## src/rtl/fence_pkg.sv

```systemverilog
// Shared types for the fence unit: the fence kind produced by the fence decoder.
package fence_pkg;

  typedef enum logic [1:0] {
    fk_fence   = 2'd0,
    fk_fence_i = 2'd1,
    fk_invalid = 2'd2
  } fence_kind_t;

endpackage

```

## src/rtl/fence_unit_if.sv

```systemverilog
// Request bus between decode/issue and the fence unit.
//   req_valid  master->slave  request valid
//   req_ready  slave->master  unit can accept a request
//   req_kind   master->slave  fence kind (fk_fence / fk_fence_i / fk_invalid)
//   req_pc     master->slave  pc of the fence instruction
interface fence_unit_if #(
  parameter int XLEN = 32
);
  import fence_pkg::*;

  logic              req_valid;
  logic              req_ready;
  fence_kind_t       req_kind;
  logic [XLEN-1:0]   req_pc;

  modport master (
    output req_valid,
    output req_kind,
    output req_pc,
    input  req_ready
  );

  modport slave (
    input  req_valid,
    input  req_kind,
    input  req_pc,
    output req_ready
  );

endinterface

```

## src/rtl/fence_unit.sv

```systemverilog
// FENCE / FENCE.I execution unit. Stalls issue until outstanding memory ops
// retire and the store buffer drains; for FENCE.I it then invalidates the
// I-cache and redirects fetch to pc+4.
// Ports:
//   clk, rst_n        clock, asynchronous active-low reset
//   req               fence request bus (slave side)
//   mem_issue_i       LSU issued one memory op this cycle
//   mem_complete_i    LSU retired one memory op this cycle
//   sb_empty_i        store buffer empty
//   ic_inv_req_o      I-cache invalidate-all request
//   ic_inv_ack_i      I-cache invalidate complete
//   flush_valid_o     pipeline flush + fetch redirect pulse
//   flush_pc_o        redirect target (0 when flush_valid_o is low)
//   done_o            fence retired pulse
//   illegal_o         fk_invalid accepted pulse
//   busy_o            unit not idle
//   overflow_o        sticky: memory op issued at max outstanding count
//
// state | meaning
// IDLE  | ready for a request
// DRAIN | waiting for outstanding ops and store buffer to empty
// INV   | I-cache invalidate requested, waiting for ack
// FLUSH | one-cycle flush/redirect and retire of FENCE.I
module fence_unit
  import fence_pkg::*;
#(
  parameter int XLEN  = 32,
  parameter int CNT_W = 4
) (
  input  logic            clk,
  input  logic            rst_n,
  fence_unit_if.slave     req,
  input  logic            mem_issue_i,
  input  logic            mem_complete_i,
  input  logic            sb_empty_i,
  output logic            ic_inv_req_o,
  input  logic            ic_inv_ack_i,
  output logic            flush_valid_o,
  output logic [XLEN-1:0] flush_pc_o,
  output logic            done_o,
  output logic            illegal_o,
  output logic            busy_o,
  output logic            overflow_o
);

  typedef enum logic [1:0] {
    IDLE  = 2'd0,
    DRAIN = 2'd1,
    INV   = 2'd2,
    FLUSH = 2'd3
  } state_t;

  localparam logic [CNT_W-1:0] CNT_MAX = {CNT_W{1'b1}};

  state_t            state_q, state_d;
  fence_kind_t       kind_q, kind_d;
  logic [XLEN-1:0]   pc_q, pc_d;
  logic [CNT_W-1:0]  count_q, count_d;
  logic              overflow_q, overflow_d;
  logic              done_q, done_d;
  logic              illegal_q, illegal_d;
  logic              flush_valid_q, flush_valid_d;
  logic [XLEN-1:0]   flush_pc_q, flush_pc_d;
  logic              ic_inv_req_q, ic_inv_req_d;
  logic              drained;

  // Outstanding-op counter, active in every state.
  always_comb begin
    count_d    = count_q;
    overflow_d = overflow_q;
    if (mem_issue_i && !mem_complete_i) begin
      if (count_q == CNT_MAX) overflow_d = 1'b1;
      else                    count_d    = count_q + 1'b1;
    end else if (mem_complete_i && !mem_issue_i) begin
      if (count_q != '0) count_d = count_q - 1'b1;
    end
  end

  // An issue in the same cycle would make the registered count stale.
  assign drained = (count_q == '0) && sb_empty_i && !mem_issue_i;

  always_comb begin
    state_d       = state_q;
    kind_d        = kind_q;
    pc_d          = pc_q;
    done_d        = 1'b0;
    illegal_d     = 1'b0;
    flush_valid_d = 1'b0;
    flush_pc_d    = '0;
    ic_inv_req_d  = 1'b0;
    case (state_q)
      IDLE: begin
        if (req.req_valid) begin
          kind_d = req.req_kind;
          pc_d   = req.req_pc;
          if (req.req_kind == fk_fence || req.req_kind == fk_fence_i) state_d = DRAIN;
          else                                                        illegal_d = 1'b1;
        end
      end
      DRAIN: begin
        if (drained) begin
          if (kind_q == fk_fence_i) begin
            state_d      = INV;
            ic_inv_req_d = 1'b1;
          end else begin
            state_d = IDLE;
            done_d  = 1'b1;
          end
        end
      end
      INV: begin
        if (ic_inv_ack_i) begin
          state_d       = FLUSH;
          flush_valid_d = 1'b1;
          done_d        = 1'b1;
          flush_pc_d    = pc_q + XLEN'(4);
        end else begin
          ic_inv_req_d = 1'b1;
        end
      end
      FLUSH: state_d = IDLE;
      default: state_d = IDLE;
    endcase
  end

  always_ff @(posedge clk or negedge rst_n) begin
    if (!rst_n) begin
      state_q       <= IDLE;
      kind_q        <= fk_fence;
      pc_q          <= '0;
      count_q       <= '0;
      overflow_q    <= 1'b0;
      done_q        <= 1'b0;
      illegal_q     <= 1'b0;
      flush_valid_q <= 1'b0;
      flush_pc_q    <= '0;
      ic_inv_req_q  <= 1'b0;
    end else begin
      state_q       <= state_d;
      kind_q        <= kind_d;
      pc_q          <= pc_d;
      count_q       <= count_d;
      overflow_q    <= overflow_d;
      done_q        <= done_d;
      illegal_q     <= illegal_d;
      flush_valid_q <= flush_valid_d;
      flush_pc_q    <= flush_pc_d;
      ic_inv_req_q  <= ic_inv_req_d;
    end
  end

  assign req.req_ready  = (state_q == IDLE);
  assign busy_o         = (state_q != IDLE);
  assign done_o         = done_q;
  assign illegal_o      = illegal_q;
  assign flush_valid_o  = flush_valid_q;
  assign flush_pc_o     = flush_pc_q;
  assign ic_inv_req_o   = ic_inv_req_q;
  assign overflow_o     = overflow_q;

endmodule

```

## src/flat_wrapper.sv

```systemverilog
// flat-port wrapper written by rule: the top's interface ports become plain ports
module fence_unit_flat import fence_pkg::*;
#(
  parameter int XLEN  = 32,
  parameter int CNT_W = 4
)
  (clk, rst_n, mem_issue_i, mem_complete_i, sb_empty_i, ic_inv_req_o, ic_inv_ack_i, flush_valid_o, flush_pc_o, done_o, illegal_o, busy_o, overflow_o, req_req_valid, req_req_kind, req_req_pc, req_req_ready);
  fence_unit_if #(.XLEN(XLEN)) req_i ();
  input  logic clk;
  input  logic rst_n;
  input  logic mem_issue_i;
  input  logic mem_complete_i;
  input  logic sb_empty_i;
  output logic ic_inv_req_o;
  input  logic ic_inv_ack_i;
  output logic flush_valid_o;
  output logic [XLEN-1:0] flush_pc_o;
  output logic done_o;
  output logic illegal_o;
  output logic busy_o;
  output logic overflow_o;
  input wire logic [$bits(req_i.req_valid)-1:0] req_req_valid;
  input wire logic [$bits(req_i.req_kind)-1:0] req_req_kind;
  input wire logic [$bits(req_i.req_pc)-1:0] req_req_pc;
  output wire logic [$bits(req_i.req_ready)-1:0] req_req_ready;
  assign req_i.req_valid = req_req_valid;
  assign req_i.req_kind = req_req_kind;
  assign req_i.req_pc = req_req_pc;
  assign req_req_ready = req_i.req_ready;
  fence_unit #(.XLEN(XLEN), .CNT_W(CNT_W)) u_core (.clk(clk), .rst_n(rst_n), .req(req_i), .mem_issue_i(mem_issue_i), .mem_complete_i(mem_complete_i), .sb_empty_i(sb_empty_i), .ic_inv_req_o(ic_inv_req_o), .ic_inv_ack_i(ic_inv_ack_i), .flush_valid_o(flush_valid_o), .flush_pc_o(flush_pc_o), .done_o(done_o), .illegal_o(illegal_o), .busy_o(busy_o), .overflow_o(overflow_o));
endmodule
```

## config.mk

```make
export PLATFORM = sky130hd
export DESIGN_NAME = fence_unit_flat
export DESIGN_NICKNAME = d
export VERILOG_FILES = /design/src/rtl/fence_pkg.sv /design/src/rtl/fence_unit_if.sv /design/src/rtl/fence_unit.sv /design/src/flat_wrapper.sv
export SDC_FILE = /design/constraint.sdc
export NUM_CORES = 1
export LEC_CHECK = 0
export CAP_MARGIN = 10
export CORE_MARGIN = 2
export CORE_UTILIZATION = 40
export DETAILED_ROUTE_END_ITERATION = 7
export PLACE_DENSITY = 0.74
export SYNTH_ARGS = -nofsm -noshare
export SYNTH_HDL_FRONTEND = slang
export SYNTH_SLANG_ARGS = --single-unit
```

## constraint.sdc

```tcl
create_clock -name clk -period 4.3 [get_ports clk]
set_clock_uncertainty 0.1 [all_clocks]
set_input_delay 0.43 -clock clk [delete_from_list [all_inputs] [get_ports clk]]
set_output_delay 0.43 -clock clk [all_outputs]
set_load 0.03 [all_outputs]
```

; ---- After elaboration in Yosys (flattened, before gate mapping)
; Cells that the tools add are included.
[classes]
n_addsub = 3
mul = 0
div = 0
order_cmp = 0
n_eq_ne = 11
shift = 0
mux = 24
bitwise = 0
reduce_logical = 18
[ops]
columns = cell, count
row1 = two-way mux 32 bit, 2
row2 = "adder 32 x 3 -> 32 bit, second input constant", 1
row3 = two-way mux 4 bit, 4
row4 = two-way mux 1 bit, 10
row5 = two-way mux 2 bit, 5
row6 = case mux 2 bit (4 select lines), 1
row7 = "equality test 2 x 1 -> 1 bit, second input constant", 3
row8 = "!= test 2 bit, second input constant", 3
row9 = nonzero test 2 bit, 3
row10 = "adder 4 x 1 -> 4 bit, second input constant", 1
row11 = "equality test 2 bit, second input constant", 2
row12 = "equality test 4 bit, second input constant", 1
row13 = logical AND 1 bit, 4
row14 = logical NOT 2 bit, 2
row15 = logical NOT 4 bit, 1
row16 = "!= test 2 x 1 -> 1 bit, second input constant", 2
row17 = case mux 1 bit (2 select lines), 2
row18 = AND reduction 2 bit, 2
row19 = AND reduction 4 bit, 1
row20 = nonzero test 4 bit, 1
row21 = "subtractor 4 x 1 -> 4 bit, second input constant", 1
row22 = AND reduction 3 bit, 1
row23 = logical NOT 1 bit, 2
row24 = logical OR 1 bit, 1
[word_totals]
reg_bits = 77
latchBits = 0
mem_bits_rw = 0
rom_bits = 0
word_cells = 66
n_memories = 0

; ---- Depth between registers and ports, before layout
[logic_depth]
word_depth = 5
depth_mapped = 6
mapped_depth_nobuf = 6

; ---- Least setup slack after synthesis
; Ideal clock, no wire load.
[synth_path]
kind = reg-to-reg
start = reg u_core.pc_q[2]
end = reg u_core.flush_pc_q[22], in the netlist u_core.flush_pc_o[22]
setup_time_ns = 0.078
arrival_ns = 1.884
required_time_ns = 4.122
path_slack_ns = 2.238
path_stages_with_launch = 7
path_buffers = 1
synth_period_minus_slack_ns = 2.062
cell_sequence = dfrtp_1 ha_1 nand3_2 or4_4 buf_2 or3_1 a21oi_1
[synth_via]
elab_chain_cells = 3
[synth_lines]
columns = item, line_no
row1 = "start, declared", fence_unit.sv:57  ; logic [XLEN-1:0] pc_q, pc_d;
row2 = "start signal, assigned", fence_unit.sv:141  ; pc_q <= pc_d;
row3 = adder 32 x 3 -> 32 bit, fence_unit.sv:116  ; flush_pc_d = pc_q + XLEN'(4);
row4 = two-way mux 32 bit, fence_unit.sv:112  ; if (ic_inv_ack_i) begin
row5 = two-way mux 32 bit, fence_unit.sv:91  ; case (state_q)
row6 = via u_core.flush_pc_d[22], fence_unit.sv:63  ; logic [XLEN-1:0] flush_pc_q, flush_pc_d;
row7 = "end signal, assigned", fence_unit.sv:147  ; flush_pc_q <= flush_pc_d;
row8 = "end, declared", fence_unit.sv:63
; The timed path passes the listed nets, and every way through them passes these cells.
; A chain may end at the register's enable or synchronous reset.

; ---- Worst setup path after layout
[layout_path]
start = reg u_core.state_q[0]
end = out busy_o
[layout_via]
elab_chain_cells = 1
[layout_lines]
columns = item, line_no
row1 = "start, declared", fence_unit.sv:55  ; state_t state_q, state_d;
row2 = "start signal, assigned", fence_unit.sv:139  ; state_q <= state_d;
row3 = nonzero test 2 bit, fence_unit.sv:153  ; assign busy_o = (state_q != IDLE);
row4 = "end, declared", flat_wrapper.sv:20  ; output logic busy_o;
; Every way passes these cells.

==> results.tsv <==
stage	metric	value	unit
synth	fraction of synthesized cell area taken by the top area cell type	56.5	%
grt	number of global-route vias before repair	2516	
place	worst setup timing slack at the placement stage	1.88	ns
timing	final setup margin	1.89	ns
route	detailed-routing iteration count for the pre-antenna-repair pass	4	
synth	count of unique library cells instantiated by Yosys	38	
floorplanning	DIE AREA	0.00929	mm^2
min_path	class of the tightest hold or removal check	primary input to async pin	
pwr	Total Power Consumption	2.47	mW
floorplanning	count of standard-cell rows	33	
timing	actual transition at the worst max-transition pin	0.957	ns
timing	portion of the clock cycle consumed by the worst path in the final layout	56.1	%
layout	post-layout util	54.7	%
place	Area after DPL	0.00430	mm^2
synth	post-synthesis async set-or-reset flop share	100	%
synth	Main synth FF type	sky130_fd_sc_hd__dfrtp_1	
cts	number of buffers added for setup after CTS	0	
cts	maximum count of clock buffers along a single path	2	
worst_setup_path	end of the worst register-to-register path	u_core.flush_pc_o[28]$_DFF_PN0_	
cts	cell at the root of the clock tree	sky130_fd_sc_hd__clkbuf_8	
layout	post-route design area	0.00451	mm^2
cts	worst skew pair latency	0.35	ns
place	detailed placement HPWL	4.91	mm
synth	cells after synthesis	287	
grt	antenna violations before repair	0	
floorplanning	number of top-level pins	80	
status	outcome	finished clean	
worst_setup_path	Top Family by Delay on Critical Path	buffers and inverters	
floorplanning	core outline area	0.00826	mm^2
pwr	Leak Pwr	1.86	nW
cts	hold buffers post-CTS	0	
timing	hold violation count in the final report	0	
timing	final setup TNS	0	ns
synth	net count after synthesis	335	
synth	Post-Syn Area	0.00341	mm^2
route	via count normalized by instance count	5.28	
pwr	total power per unit cell area	547	mW/mm^2
synth	per-instance average area after synthesis	11.9	um^2
grt	largest net degree at the start of global routing	78	
route	iteration-0 DRC count of the detailed router	123	
layout	Area Overhead vs Synth	32.2	%
worst_setup_path	data arrival time at the worst-slack endpoint	1.88	ns
worst_setup_path	worst-path cell with the longest stage delay	sky130_fd_sc_hd__clkdlybuf4s50_1	
worst_setup_path	cells traversed along the worst timing path	inv_1 > ha_1 > inv_1 > clkdlybuf4s50_1	
layout	Seq. cell area	0.00193	mm^2
cts	clock buffer count from CTS	9	
place	post-placement cell count	462	
worst_setup_path	delay contributed by the slowest stage of the critical path	0.67	ns
worst_setup_path	worst setup path class	flip-flop to primary output	
worst_setup_path	type of destination of the critical path	primary output	
cts	Clock Pin Slew Worst Setup and Hold Paths	0.07	ns
floorplanning	Starting Density	41.3	%
timing	maximum clock rate	0.415	GHz
route	# DRC	0	
worst_setup_path	startpoint kind of the worst setup timing path	flip-flop	
synth	Synth Register Bits	77	
layout	share of final-layout standard cells stronger than drive strength 1	15.3	%
place	# port buffers	79	
timing	fin crit period	2.41	ns
place	weighted congestion at the end of routability-driven global placement	0.790	
layout	count of filler cells inserted in the layout	730	
timing	total count of max-transition violations in the final report	0	
route	via total after detailed routing	2518	
layout	final antenna diode count	0	
layout	area of the multi-input gates	0.00142	mm^2
worst_setup_path	crit-path max FO	6	
route	Detail Route Antenna Nets	0	
synth	number of synthesized flops with an enable pin	0	
cts	H-tree lvl count	3	
route	routed length per instance	14.9	um
cts	# resized after CTS	0	
worst_setup_path	number of buffers and inverters on the critical path	3	
grt	global-route wire length before repair	11.7	mm
synth	top cells by area, synth	sky130_fd_sc_hd__dfrtp_1, sky130_fd_sc_hd__mux2_2, sky130_fd_sc_hd__a21oi_1, sky130_fd_sc_hd__ha_1, sky130_fd_sc_hd__xnor2_1	
grt	grt total ovfl	0	
timing	unrepaired setup endpoints after global routing	false	
floorplanning	Die H	96.4	um
worst_setup_path	critical register-to-register path startpoint	u_core.pc_q[2]$_DFFE_PN0P_	
layout	non-filler cells, final	477	
pwr	Max rail drop VDD	0.000321	V
route	total detailed-routing wirelength	7.11	mm
synth	cell type with the largest total area after synthesis	sky130_fd_sc_hd__dfrtp_1	
cts	TritonCTS clock tree	built	
floorplanning	Chip Width	96.4	um
cts	number of sinks driven by the clock tree	77	
layout	number of nets in the layout	416	
grt	Overall Global Routing Usage	17.0	%
synth	fraction of the yosys area taken by sequential cells	56.5	%
timing	Max-slew headroom	36.1	%
worst_setup_path	dominant cell type by count on the critical path	sky130_fd_sc_hd__inv_1	
flow_run	max-cap check violation count	0	
timing	total setup violations reported at the end of the flow	0	
worst_setup_path	count of cells along the worst register-to-register path	5	
worst_setup_path	slack of the worst reg-to-reg path	1.91	ns
synth	Yosys warnings	0	
timing	worst-case hold slack	0.122	ns
worst_setup_path	required time of the worst setup path	3.77	ns
[cell usage after synthesis, types with 7 or more instances]
master,n
sky130_fd_sc_hd__dfrtp_1,77
sky130_fd_sc_hd__mux2_2,35
sky130_fd_sc_hd__a21oi_1,18
sky130_fd_sc_hd__nand2_1,14
sky130_fd_sc_hd__nor2_1,13
sky130_fd_sc_hd__nand3_1,12
sky130_fd_sc_hd__o21ai_0,9
sky130_fd_sc_hd__or4_1,9
sky130_fd_sc_hd__clkbuf_1,8
sky130_fd_sc_hd__o31ai_1,8
sky130_fd_sc_hd__xnor2_1,8
sky130_fd_sc_hd__nand2b_1,7
sky130_fd_sc_hd__or3_1,7
[cell type report]
type	count	share of cell area [%]
Sequential cell	77	42.7
Multi-Input combinational cell	194	31.5
Timing Repair Buffer	80	17.6
Clock buffer	10	3.05
Tap cell	105	2.91
Clock inverter	5	1.66
Inverter	6	0.499
[routing by layer]
metal / GRT usage (%) / routed length, um / vias up
met5: 0 / 0 / -
met4: 9.04 / 202 / 0
met3: 4.58 / 390 / 17
met2: 25.7 / 3380 / 71
met1: 22.5 / 3140 / 1226
li1: - / - / 1204
[where the power goes]
part | switching [mW] | leakage, nW | internal [mW]
Combinational | 0.333 | 0.766 | 0.387
Clock | 0.254 | 0.112 | 0.336
Sequential | 0.237 | 0.985 | 0.923
[cells in the final DEF (no fill, tap or decap), types with 2 or more instances in the layout]
cell                              synthesis  final
sky130_fd_sc_hd__nand3_1                 12     12
sky130_fd_sc_hd__nand3_2                  3      3
sky130_fd_sc_hd__and3_1                   6      6
sky130_fd_sc_hd__nor2_1                  13     13
sky130_fd_sc_hd__buf_4                    0      2
sky130_fd_sc_hd__clkdlybuf4s50_1          0     78
sky130_fd_sc_hd__ha_1                     6      6
sky130_fd_sc_hd__and4_1                   2      2
sky130_fd_sc_hd__o21ai_0                  9      9
sky130_fd_sc_hd__or4_4                    2      2
sky130_fd_sc_hd__o31ai_1                  8      8
sky130_fd_sc_hd__nor2b_1                  2      2
sky130_fd_sc_hd__nand4b_1                 2      2
sky130_fd_sc_hd__dfrtp_1                 77     77
sky130_fd_sc_hd__or4_1                    9      9
sky130_fd_sc_hd__nor4_1                   4      4
sky130_fd_sc_hd__a21boi_0                 2      2
sky130_fd_sc_hd__clkbuf_8                 0     10
sky130_fd_sc_hd__mux2_2                  35     35
sky130_fd_sc_hd__xnor2_1                  8      8
sky130_fd_sc_hd__or3_1                    7      7
sky130_fd_sc_hd__nand2b_1                 7      7
sky130_fd_sc_hd__bufinv_16                0      2
sky130_fd_sc_hd__a21oi_1                 18     18
sky130_fd_sc_hd__a21o_1                   2      2
sky130_fd_sc_hd__nand2_1                 14     14
sky130_fd_sc_hd__inv_1                    6      6
sky130_fd_sc_hd__nand4_1                  3      3
sky130_fd_sc_hd__clkinv_2                 0      3
sky130_fd_sc_hd__nor3_1                   4      4
sky130_fd_sc_hd__xor2_1                   5      5
sky130_fd_sc_hd__o21a_1                   2      2
[how the worst max path moves through the flow]
stage | start | to | slack [ns] | cells past startpoint
final | u_core.state_q[0]$_DFFE_PN0P_ | busy_o | 1.89 | 4
after global routing | u_core.pc_q[2]$_DFFE_PN0P_ | u_core.flush_pc_o[20]$_DFF_PN0_ | 1.78 | 5
after CTS | u_core.state_q[0]$_DFFE_PN0P_ | busy_o | 1.88 | 4
after detailed placement | ic_inv_ack_i | u_core.flush_pc_o[31]$_DFF_PN0_ | 1.88 | 5
after global placement | u_core.pc_q[2]$_DFFE_PN0P_ | u_core.flush_pc_o[28]$_DFF_PN0_ | 1.98 | 5
after floorplan | u_core.pc_q[2]$_DFFE_PN0P_ | u_core.flush_pc_o[22]$_DFF_PN0_ | 2.24 | 6
[logic make-up (layout without fill, tap and decap cells)]
group	count (synthesis)	count (layout)	share of synthesized area, %
buf+inv	16	101	1.83
simple gates	91	91	15.4
xor+xnor	13	13	3.34
mux	36	36	11.8
flops	77	77	56.5
compound gates	47	47	8.36
fa+ha+maj	7	7	2.79
[flip-flops by register name, summed over array words and instances (netlist names), named ones only]
| register | count |
|---|---|
| u_core.count_q | 4 |
| u_core.pc_q | 32 |
| u_core.overflow_o | 1 |
| u_core.flush_pc_o | 32 |
| u_core.state_q | 1 |
| u_core.ic_inv_req_o | 1 |
| u_core.illegal_o | 1 |
| u_core.flush_valid_o | 1 |
| u_core.kind_q | 2 |
| u_core.done_o | 1 |
Power figures use the tool's default switching activity.
